$ cat src/rtl/rtc_pkg.sv
// Shared constants, types and helpers for the RTC register file and calendar.
package rtc_pkg;

  // Register map (word addresses)
  localparam int ADR_CTRL  = 0;
  localparam int ADR_SEC   = 1;
  localparam int ADR_MIN   = 2;
  localparam int ADR_HOUR  = 3;
  localparam int ADR_DAY   = 4;
  localparam int ADR_MONTH = 5;
  localparam int ADR_YEAR  = 6;
  localparam int ADR_TSEC  = 9;
  localparam int ADR_TMIN  = 10;
  localparam int ADR_THOUR = 11;
  localparam int ADR_PTR   = 12;

  // Control word bit positions
  localparam int CTRL_RUN  = 0;
  localparam int CTRL_TRUN = 1;
  localparam int CTRL_OVR  = 7;

  // Field limits; a field at or above its limit wraps on the next advance
  localparam logic [7:0] LIM_SEC   = 8'd59;
  localparam logic [7:0] LIM_MIN   = 8'd59;
  localparam logic [7:0] LIM_HOUR  = 8'd23;
  localparam logic [7:0] LIM_MONTH = 8'd12;
  localparam logic [7:0] LIM_YEAR  = 8'd99;

  // Tick deferral state: a tick that collides with a host write waits in PEND
  typedef enum logic {
    IDLE = 1'b0,
    PEND = 1'b1
  } tick_state_e;

  // Month length for years 2000-2099, where every year divisible by 4 is leap.
  // Out-of-range months fall back to 31 so the >= compare still wraps them.
  function automatic logic [7:0] days_in_month(input logic [7:0] month,
                                               input logic [7:0] year);
    logic [7:0] dim;
    case (month)
      8'd2:                    dim = (year[1:0] == 2'b00) ? 8'd29 : 8'd28;
      8'd4, 8'd6, 8'd9, 8'd11: dim = 8'd30;
      default:                 dim = 8'd31;
    endcase
    return dim;
  endfunction

endpackage

$ cat src/rtl/rtc_time_next.sv
// Combinational next value of the calendar fields and of the countdown timer.
module rtc_time_next
  import rtc_pkg::*;
(
  input  logic       cal_en_i,
  input  logic       tmr_en_i,
  input  logic [7:0] sec_i,
  input  logic [7:0] min_i,
  input  logic [7:0] hour_i,
  input  logic [7:0] day_i,
  input  logic [7:0] month_i,
  input  logic [7:0] year_i,
  input  logic [7:0] tsec_i,
  input  logic [7:0] tmin_i,
  input  logic [7:0] thour_i,
  output logic [7:0] sec_o,
  output logic [7:0] min_o,
  output logic [7:0] hour_o,
  output logic [7:0] day_o,
  output logic [7:0] month_o,
  output logic [7:0] year_o,
  output logic [7:0] tsec_o,
  output logic [7:0] tmin_o,
  output logic [7:0] thour_o,
  output logic       tmr_stop_o,
  output logic       tmr_done_o
);

  logic carry;

  // Calendar cascade: each field wraps at its limit and carries into the next
  always_comb begin
    // NOTE: every output gets a default first so no path leaves it unassigned (no latch).
    sec_o   = sec_i;
    min_o   = min_i;
    hour_o  = hour_i;
    day_o   = day_i;
    month_o = month_i;
    year_o  = year_i;
    carry   = 1'b0;
    if (cal_en_i) begin
      // NOTE: carry is a blocking temporary; each stage must see the value just computed above it.
      if (sec_i >= LIM_SEC) begin
        sec_o = 8'd0;
        carry = 1'b1;
      end else begin
        sec_o = sec_i + 8'd1;
      end
      if (carry) begin
        if (min_i >= LIM_MIN) begin
          min_o = 8'd0;
        end else begin
          min_o = min_i + 8'd1;
          carry = 1'b0;
        end
      end
      if (carry) begin
        if (hour_i >= LIM_HOUR) begin
          hour_o = 8'd0;
        end else begin
          hour_o = hour_i + 8'd1;
          carry  = 1'b0;
        end
      end
      if (carry) begin
        if (day_i >= days_in_month(month_i, year_i)) begin
          day_o = 8'd1;
        end else begin
          day_o = day_i + 8'd1;
          carry = 1'b0;
        end
      end
      if (carry) begin
        if (month_i >= LIM_MONTH) begin
          month_o = 8'd1;
        end else begin
          month_o = month_i + 8'd1;
          carry   = 1'b0;
        end
      end
      if (carry) begin
        year_o = (year_i >= LIM_YEAR) ? 8'd0 : year_i + 8'd1;
      end
    end
  end

  // Timer countdown with borrow; stops (and flags done) when it lands on zero
  always_comb begin
    tsec_o     = tsec_i;
    tmin_o     = tmin_i;
    thour_o    = thour_i;
    tmr_stop_o = 1'b0;
    tmr_done_o = 1'b0;
    if (tmr_en_i) begin
      if ({thour_i, tmin_i, tsec_i} == 24'd0) begin
        // Armed at zero: just disarm, nothing counted down so no done pulse
        tmr_stop_o = 1'b1;
      end else begin
        if (tsec_i != 8'd0) begin
          tsec_o = tsec_i - 8'd1;
        end else begin
          tsec_o = LIM_SEC;
          if (tmin_i != 8'd0) begin
            tmin_o = tmin_i - 8'd1;
          end else begin
            tmin_o  = LIM_MIN;
            thour_o = thour_i - 8'd1;
          end
        end
        if ({thour_o, tmin_o, tsec_o} == 24'd0) begin
          tmr_stop_o = 1'b1;
          tmr_done_o = 1'b1;
        end
      end
    end
  end

endmodule

$ cat src/rtl/rtc_regfile_calendar.sv
// RTC register file: one write port, two registered read ports, tick-driven
// calendar/timer advance deferred around host writes, pointer mirror.
module rtc_regfile_calendar
  import rtc_pkg::*;
#(
  parameter int DATA_W   = 8,
  parameter int ADDR_W   = 4,
  parameter int TIMER_EN = 1
) (
  input  logic              clk,
  input  logic              reset,
  input  logic              tick,
  input  logic              wr_en,
  input  logic [ADDR_W-1:0] wr_addr,
  input  logic [DATA_W-1:0] wr_data,
  input  logic [ADDR_W-1:0] rd_addr_a,
  input  logic [ADDR_W-1:0] rd_addr_b,
  output logic [DATA_W-1:0] rd_data_a,
  output logic [DATA_W-1:0] rd_data_b,
  input  logic [3:0]        ptr_in,
  output logic              timer_done
);

  localparam int DEPTH = 2 ** ADDR_W;

  localparam logic [ADDR_W-1:0] A_CTRL  = ADDR_W'(ADR_CTRL);
  localparam logic [ADDR_W-1:0] A_SEC   = ADDR_W'(ADR_SEC);
  localparam logic [ADDR_W-1:0] A_MIN   = ADDR_W'(ADR_MIN);
  localparam logic [ADDR_W-1:0] A_HOUR  = ADDR_W'(ADR_HOUR);
  localparam logic [ADDR_W-1:0] A_DAY   = ADDR_W'(ADR_DAY);
  localparam logic [ADDR_W-1:0] A_MONTH = ADDR_W'(ADR_MONTH);
  localparam logic [ADDR_W-1:0] A_YEAR  = ADDR_W'(ADR_YEAR);
  localparam logic [ADDR_W-1:0] A_TSEC  = ADDR_W'(ADR_TSEC);
  localparam logic [ADDR_W-1:0] A_TMIN  = ADDR_W'(ADR_TMIN);
  localparam logic [ADDR_W-1:0] A_THOUR = ADDR_W'(ADR_THOUR);
  localparam logic [ADDR_W-1:0] A_PTR   = ADDR_W'(ADR_PTR);

  // Time fields only hold 8 significant bits; wider words read 0 above them
  localparam logic [DATA_W-1:0] TIME_MASK = DATA_W'(8'hFF);

  logic [DATA_W-1:0] mem_q [DEPTH];
  logic [DATA_W-1:0] mem_d [DEPTH];
  tick_state_e       state_q;
  logic [DATA_W-1:0] rd_data_a_q;
  logic [DATA_W-1:0] rd_data_b_q;
  logic              timer_done_q;

  logic       adv;
  logic       cal_en;
  logic       tmr_en;
  logic [7:0] sec_n, min_n, hour_n, day_n, month_n, year_n;
  logic [7:0] tsec_n, tmin_n, thour_n;
  logic       tmr_stop, tmr_done;

  assign rd_data_a  = rd_data_a_q;
  assign rd_data_b  = rd_data_b_q;
  assign timer_done = timer_done_q;

  function automatic logic is_time_addr(input logic [ADDR_W-1:0] a);
    logic t;
    t = (a >= A_SEC) && (a <= A_YEAR);
    if (TIMER_EN != 0) t = t || ((a >= A_TSEC) && (a <= A_THOUR));
    return t;
  endfunction

  // Advance on a fresh tick with no write, or on the first write-free cycle while pending
  always_comb begin
    adv    = !wr_en && (((state_q == IDLE) && tick) || (state_q == PEND));
    cal_en = adv && mem_q[A_CTRL][CTRL_RUN];
    tmr_en = adv && (TIMER_EN != 0) && mem_q[A_CTRL][CTRL_TRUN];
  end

  rtc_time_next u_time_next (
    .cal_en_i   (cal_en),
    .tmr_en_i   (tmr_en),
    .sec_i      (mem_q[A_SEC][7:0]),
    .min_i      (mem_q[A_MIN][7:0]),
    .hour_i     (mem_q[A_HOUR][7:0]),
    .day_i      (mem_q[A_DAY][7:0]),
    .month_i    (mem_q[A_MONTH][7:0]),
    .year_i     (mem_q[A_YEAR][7:0]),
    .tsec_i     (mem_q[A_TSEC][7:0]),
    .tmin_i     (mem_q[A_TMIN][7:0]),
    .thour_i    (mem_q[A_THOUR][7:0]),
    .sec_o      (sec_n),
    .min_o      (min_n),
    .hour_o     (hour_n),
    .day_o      (day_n),
    .month_o    (month_n),
    .year_o     (year_n),
    .tsec_o     (tsec_n),
    .tmin_o     (tmin_n),
    .thour_o    (thour_n),
    .tmr_stop_o (tmr_stop),
    .tmr_done_o (tmr_done)
  );

  // Next contents of the register file: host write, advance, overrun flag, pointer mirror
  always_comb begin
    mem_d = mem_q;
    // A write and an advance never share a cycle, so their order here is irrelevant
    if (wr_en && (wr_addr != A_PTR)) begin
      mem_d[wr_addr] = is_time_addr(wr_addr) ? (wr_data & TIME_MASK) : wr_data;
    end
    if (cal_en) begin
      mem_d[A_SEC]   = DATA_W'(sec_n);
      mem_d[A_MIN]   = DATA_W'(min_n);
      mem_d[A_HOUR]  = DATA_W'(hour_n);
      mem_d[A_DAY]   = DATA_W'(day_n);
      mem_d[A_MONTH] = DATA_W'(month_n);
      mem_d[A_YEAR]  = DATA_W'(year_n);
    end
    if (tmr_en) begin
      mem_d[A_TSEC]  = DATA_W'(tsec_n);
      mem_d[A_TMIN]  = DATA_W'(tmin_n);
      mem_d[A_THOUR] = DATA_W'(thour_n);
      if (tmr_stop) mem_d[A_CTRL][CTRL_TRUN] = 1'b0;
    end
    // Overrun is set after the host write so a same-cycle ctrl write cannot hide it
    if ((state_q == PEND) && tick) mem_d[A_CTRL][CTRL_OVR] = 1'b1;
    mem_d[A_PTR] = DATA_W'(ptr_in);
  end

  // Storage, tick FSM, registered read ports and done pulse
  always_ff @(posedge clk) begin
    // NOTE: all state uses non-blocking assignment so every register samples pre-edge values.
    if (reset) begin
      // NOTE: the whole array is reset on purpose; the calendar needs a defined start date.
      for (int i = 0; i < DEPTH; i++) begin
        mem_q[i] <= ((i == ADR_DAY) || (i == ADR_MONTH)) ? DATA_W'(1) : '0;
      end
      state_q      <= IDLE;
      rd_data_a_q  <= '0;
      rd_data_b_q  <= '0;
      timer_done_q <= 1'b0;
    end else begin
      mem_q        <= mem_d;
      rd_data_a_q  <= mem_q[rd_addr_a];
      rd_data_b_q  <= mem_q[rd_addr_b];
      timer_done_q <= tmr_done;
      case (state_q)
        IDLE:    if (tick && wr_en) state_q <= PEND;
        PEND:    if (!wr_en)        state_q <= IDLE;
        default:                    state_q <= IDLE;
      endcase
    end
  end

endmodule
$ cat config.mk
export PLATFORM = sky130hd
export DESIGN_NAME = rtc_regfile_calendar
export DESIGN_NICKNAME = d
export VERILOG_FILES = /design/src/rtl/rtc_pkg.sv /design/src/rtl/rtc_time_next.sv /design/src/rtl/rtc_regfile_calendar.sv
export SDC_FILE = /design/constraint.sdc
export NUM_CORES = 1
export LEC_CHECK = 0
export BUFFER_PORTS_ARGS = -buffer_cell sky130_fd_sc_hd__buf_4
export CAP_MARGIN = 20
export CORE_AREA = 2 2 118 149
export CTS_CLUSTER_SIZE = 8
export DETAILED_ROUTE_END_ITERATION = 8
export DIE_AREA = 0 0 120 151
export GPL_TIMING_DRIVEN = 1
export PLACE_DENSITY = 0.75
export SYNTH_ARGS = -nofsm -noshare
export SYNTH_HDL_FRONTEND = slang
export SYNTH_SLANG_ARGS = --single-unit
export TNS_END_PERCENT = 5
$ cat constraint.sdc
create_clock -name clk -period 5.8 [get_ports clk]
set_clock_uncertainty 0.1 [all_clocks]
set_input_delay 1.16 -clock clk [delete_from_list [all_inputs] [get_ports clk]]
set_output_delay 1.16 -clock clk [all_outputs]
set_load 0.05 [all_outputs]
==> out/results.tsv <==
stage	metric	value	unit
status	status	complete, no violations	
power	pwr-share-seq	40.6	%
global_route	grt_max_degree	66	
cells_and_area	syn_to_final_growth	10.6	%
placement	pre_cts_slack	2280	ps
detailed_routing	drt_iter0_drc	967	
power	total_power	2.50	mW
timing	whs	373	ps
detailed_routing	viasPerCell	6.84	
placement	hpwl	19.3	mm
die	dieHeight	151	um
timing	timing.final.ws_setup	2680	ps
yosys	yosys.area.top_type	dfxtp_1	
setup_path	arrival	3380	ps
yosys	ys_types	89	
die	coreArea	0.0166	sq mm
die	die_area	0.0181	sq mm
power	peakVddDrop	0.000166	V
placement	io_buffers	44	
setup_path	worstSetupStartpointType	flop	
yosys	synth_nets	991	
detailed_routing	ant_nets	0	
yosys	ys_async_sr_fraction	0	%
clock_tree	cts-resized-gates	0	
yosys	synth_cells	947	
global_route	grt_pass1_vias	7763	
detailed_routing	vias	8070	
power	p_sw_share	26.5	%
yosys	syn_avg_cell_area	9.51	sq um
setup_path	endpoint_kind	flop	
clock_tree	clk-insertion-delay-late	440	ps
power	intPower	1.84	mW
yosys	netlist.area_leader.share	31.6	%
power	netSwitchingPower	0.661	mW
timing	min_period	3120	ps
detailed_routing	first_pass_iters	6	
power	p_leak	3.62	nW
cells_and_area	layout-drive-gt1-share	19.8	%
clock_tree	root_buffer	clkbuf_16	
timing	max_freq	0.320	GHz
setup_path	crit_path_frequent_cell	o21ai_0	
clock_tree	clockBufferDepth	2	
timing	relSlewSlack	23.8	%
timing	rsz0062_at_grt	no	
setup_path	worst_path_max_delay_cell	dfxtp_1	
clock_tree	cts_tree	built	
clock_tree	clk_pin_slew	70	ps
clock_tree	htreeDepth	4	
setup_path	worst_path_largest_cell_delay	520	ps
timing	tns	0	ps
yosys	yosys_warnings	0	
timing	period_share	53.9	%
global_route	grt_pass1_wl	43.8	mm
timing	drv_slew	0	
power	power.density	250	mW/mm^2
setup_path	critical_path_class	reg -> reg	
placement	place_congestion	0.954	
power	power_frac_comb	11.1	%
clock_tree	clkSinkCount	142	
global_route	grt.overflow.total	0	
clock_tree	cts_made_buffers	17	
placement	place_inst	1144	
timing	setup_viol	0	
global_route	grt_use_total	31.8	%
die	initial_utilization	54.1	%
yosys	synth_area	0.00901	sq mm
yosys	synth_ff_type	dfxtp_1	
die	fp-row-count	53	
yosys	yosysSeqAreaShare	31.6	%
cells_and_area	fin_nets	990	
power	pwr-share-clk	48.3	%
detailed_routing	routed_wl	27.9	mm
die	io_pins	45	
cells_and_area	layout.cells.non_filler	1179	
detailed_routing	post_drt_wl_per_cell	23.7	um
min_path	hold_class	reg -> reg	
yosys	synthTopCellsByCount	142 x dfxtp_1, 114 x nor2_1, 76 x nand2_1, 68 x mux4_2, 49 x a21oi_1	
timing	tightestPinTransition	1140	ps
die	dieWidth	120	um
yosys	synth_seq_cells	142	
yosys	synth_area_leaders	dfxtp_1 32%, mux4_2 17%, nor2_1 4.7%	
global_route	antenna_found_initial	0	
clock_tree	cts_hold_buffers	0	
clock_tree	cts_setup_buffers	0	
timing	hold_violations	0	
cells_and_area	antenna_cells	0	
setup_path	worstPathCellList	inv_1 -> ha_1 -> o21ai_0 -> nand4_1 -> ha_1 -> nand2b_1 -> a21oi_1 -> o21ai_0 -> a21oi_1 -> o21ai_0 -> a31oi_1	
flow_run	max_cap_violations	0	
setup_path	critPathRequiredTime	6060	ps
yosys	synth_edf_count	0	
yosys	yosysMostFrequentCell	dfxtp_1	
detailed_routing	drc	0	
setup_path	worstPathMaxFanout	7	
==> registers in the layout, summed over array words and instances, names as in the netlist <==
register	count
timer_done	1
state_q	1
mem_q	124
rd_data_b	8
rd_data_a	8
==> layout make-up <==
| class | instances | area (sq um) |
|---|---|---|
| clock buffer | 18 | 439 |
| clock inverter | 14 | 205 |
| fill | 1428 | 6680 |
| multi-input combinational | 714 | 5760 |
| sequential | 142 | 2840 |
| tap | 220 | 275 |
| inverter | 22 | 82.6 |
| timing repair buffer | 49 | 365 |
==> per-stage QoR <==
| stage | utilization [%] | instance area, sq um |
|---|---|---|
| after global routing | 59.9 | 9970 |
| after floorplan | - | 9010 |
| after detailed placement | 55.9 | 9300 |
| after CTS | 59.8 | 9950 |
| final | 59.9 | 9970 |
| after global placement | 55.9 | 9300 |
==> routing by layer <==
metal  vias up  GRT usage [%]  part of all wire, %
met5         -              0                    0
met4         0           18.3                  5.6
met3       114           6.48                  9.4
met2       470           52.2                   47
met1      3887           39.0                   38
li1       3599              -                    -
==> worst paths after layout <==
| kind | from | endpoint | slack [ps] | cells after the start |
|---|---|---|---|---|
| max | mem_q[72]$_SDFFE_PP0P_ | mem_q[82]$_SDFFE_PP0P_ | 2680 | 11 |
| min | mem_q[124]$_SDFFE_PP0P_ | mem_q[124]$_SDFFE_PP0P_ | 370 | 2 |
| max reg2reg | mem_q[72]$_SDFFE_PP0P_ | mem_q[82]$_SDFFE_PP0P_ | 2680 | 11 |
| min reg2reg | mem_q[124]$_SDFFE_PP0P_ | mem_q[124]$_SDFFE_PP0P_ | 370 | 2 |
==> power by group through the flow <==
| stage | Clock [mW] | Sequential (mW) | Combinational [mW] |
|---|---|---|---|
| 2_1_floorplan | 0 | 1.03 | 0.194 |
| 3_3_place_gp | 0 | 1.03 | 0.269 |
| 3_5_place_dp | 0 | 1.03 | 0.271 |
| 4_1_cts | 1.21 | 1.01 | 0.272 |
| 5_1_grt | 1.25 | 1.01 | 0.295 |
| 6_report | 1.21 | 1.01 | 0.277 |
==> cell families (layout without fill, tap and decap cells) <==
group	Yosys count	after routing	synth area share (%)
compound gates	212	212	16.9
xor+xnor	11	11	1.07
fa+ha+maj	16	16	2.22
buf+inv	91	103	4.54
flops	142	142	31.6
mux	120	120	23.6
simple gates	355	355	20.2
==> critical path: cells and delay by family, from the launching register on <==
family                     cells  cell delay, ps
DFF                            1             520
and+or+nand+nor                2             260
buffers and inverters          1             120
adders and majority gates      2             520
AOI/OAI and AO/OA              6            1520
==> cells in the final DEF (no fill, tap or decap), drive strengths merged, types with 4 or more instances in the layout <==
master  instances
a211oi          7
a21oi          50
a221oi         16
a22o            9
a22oi          14
a31oi          13
a32oi           8
and2           21
and3           11
buf            49
bufinv          4
clkbuf         18
clkinv          5
dfxtp         142
ha             16
inv            26
mux2            7
mux2i          41
mux4           72
nand2          76
nand2b          9
nand3          32
nand3b          5
nand4          13
nor2          119
nor2b           8
nor3           20
nor3b           5
nor4           12
nor4b           4
o211ai          9
o21a            4
o21ai          49
o22ai           5
or2             7
or4             4
xnor2           9
Power figures use the tool's default switching activity.
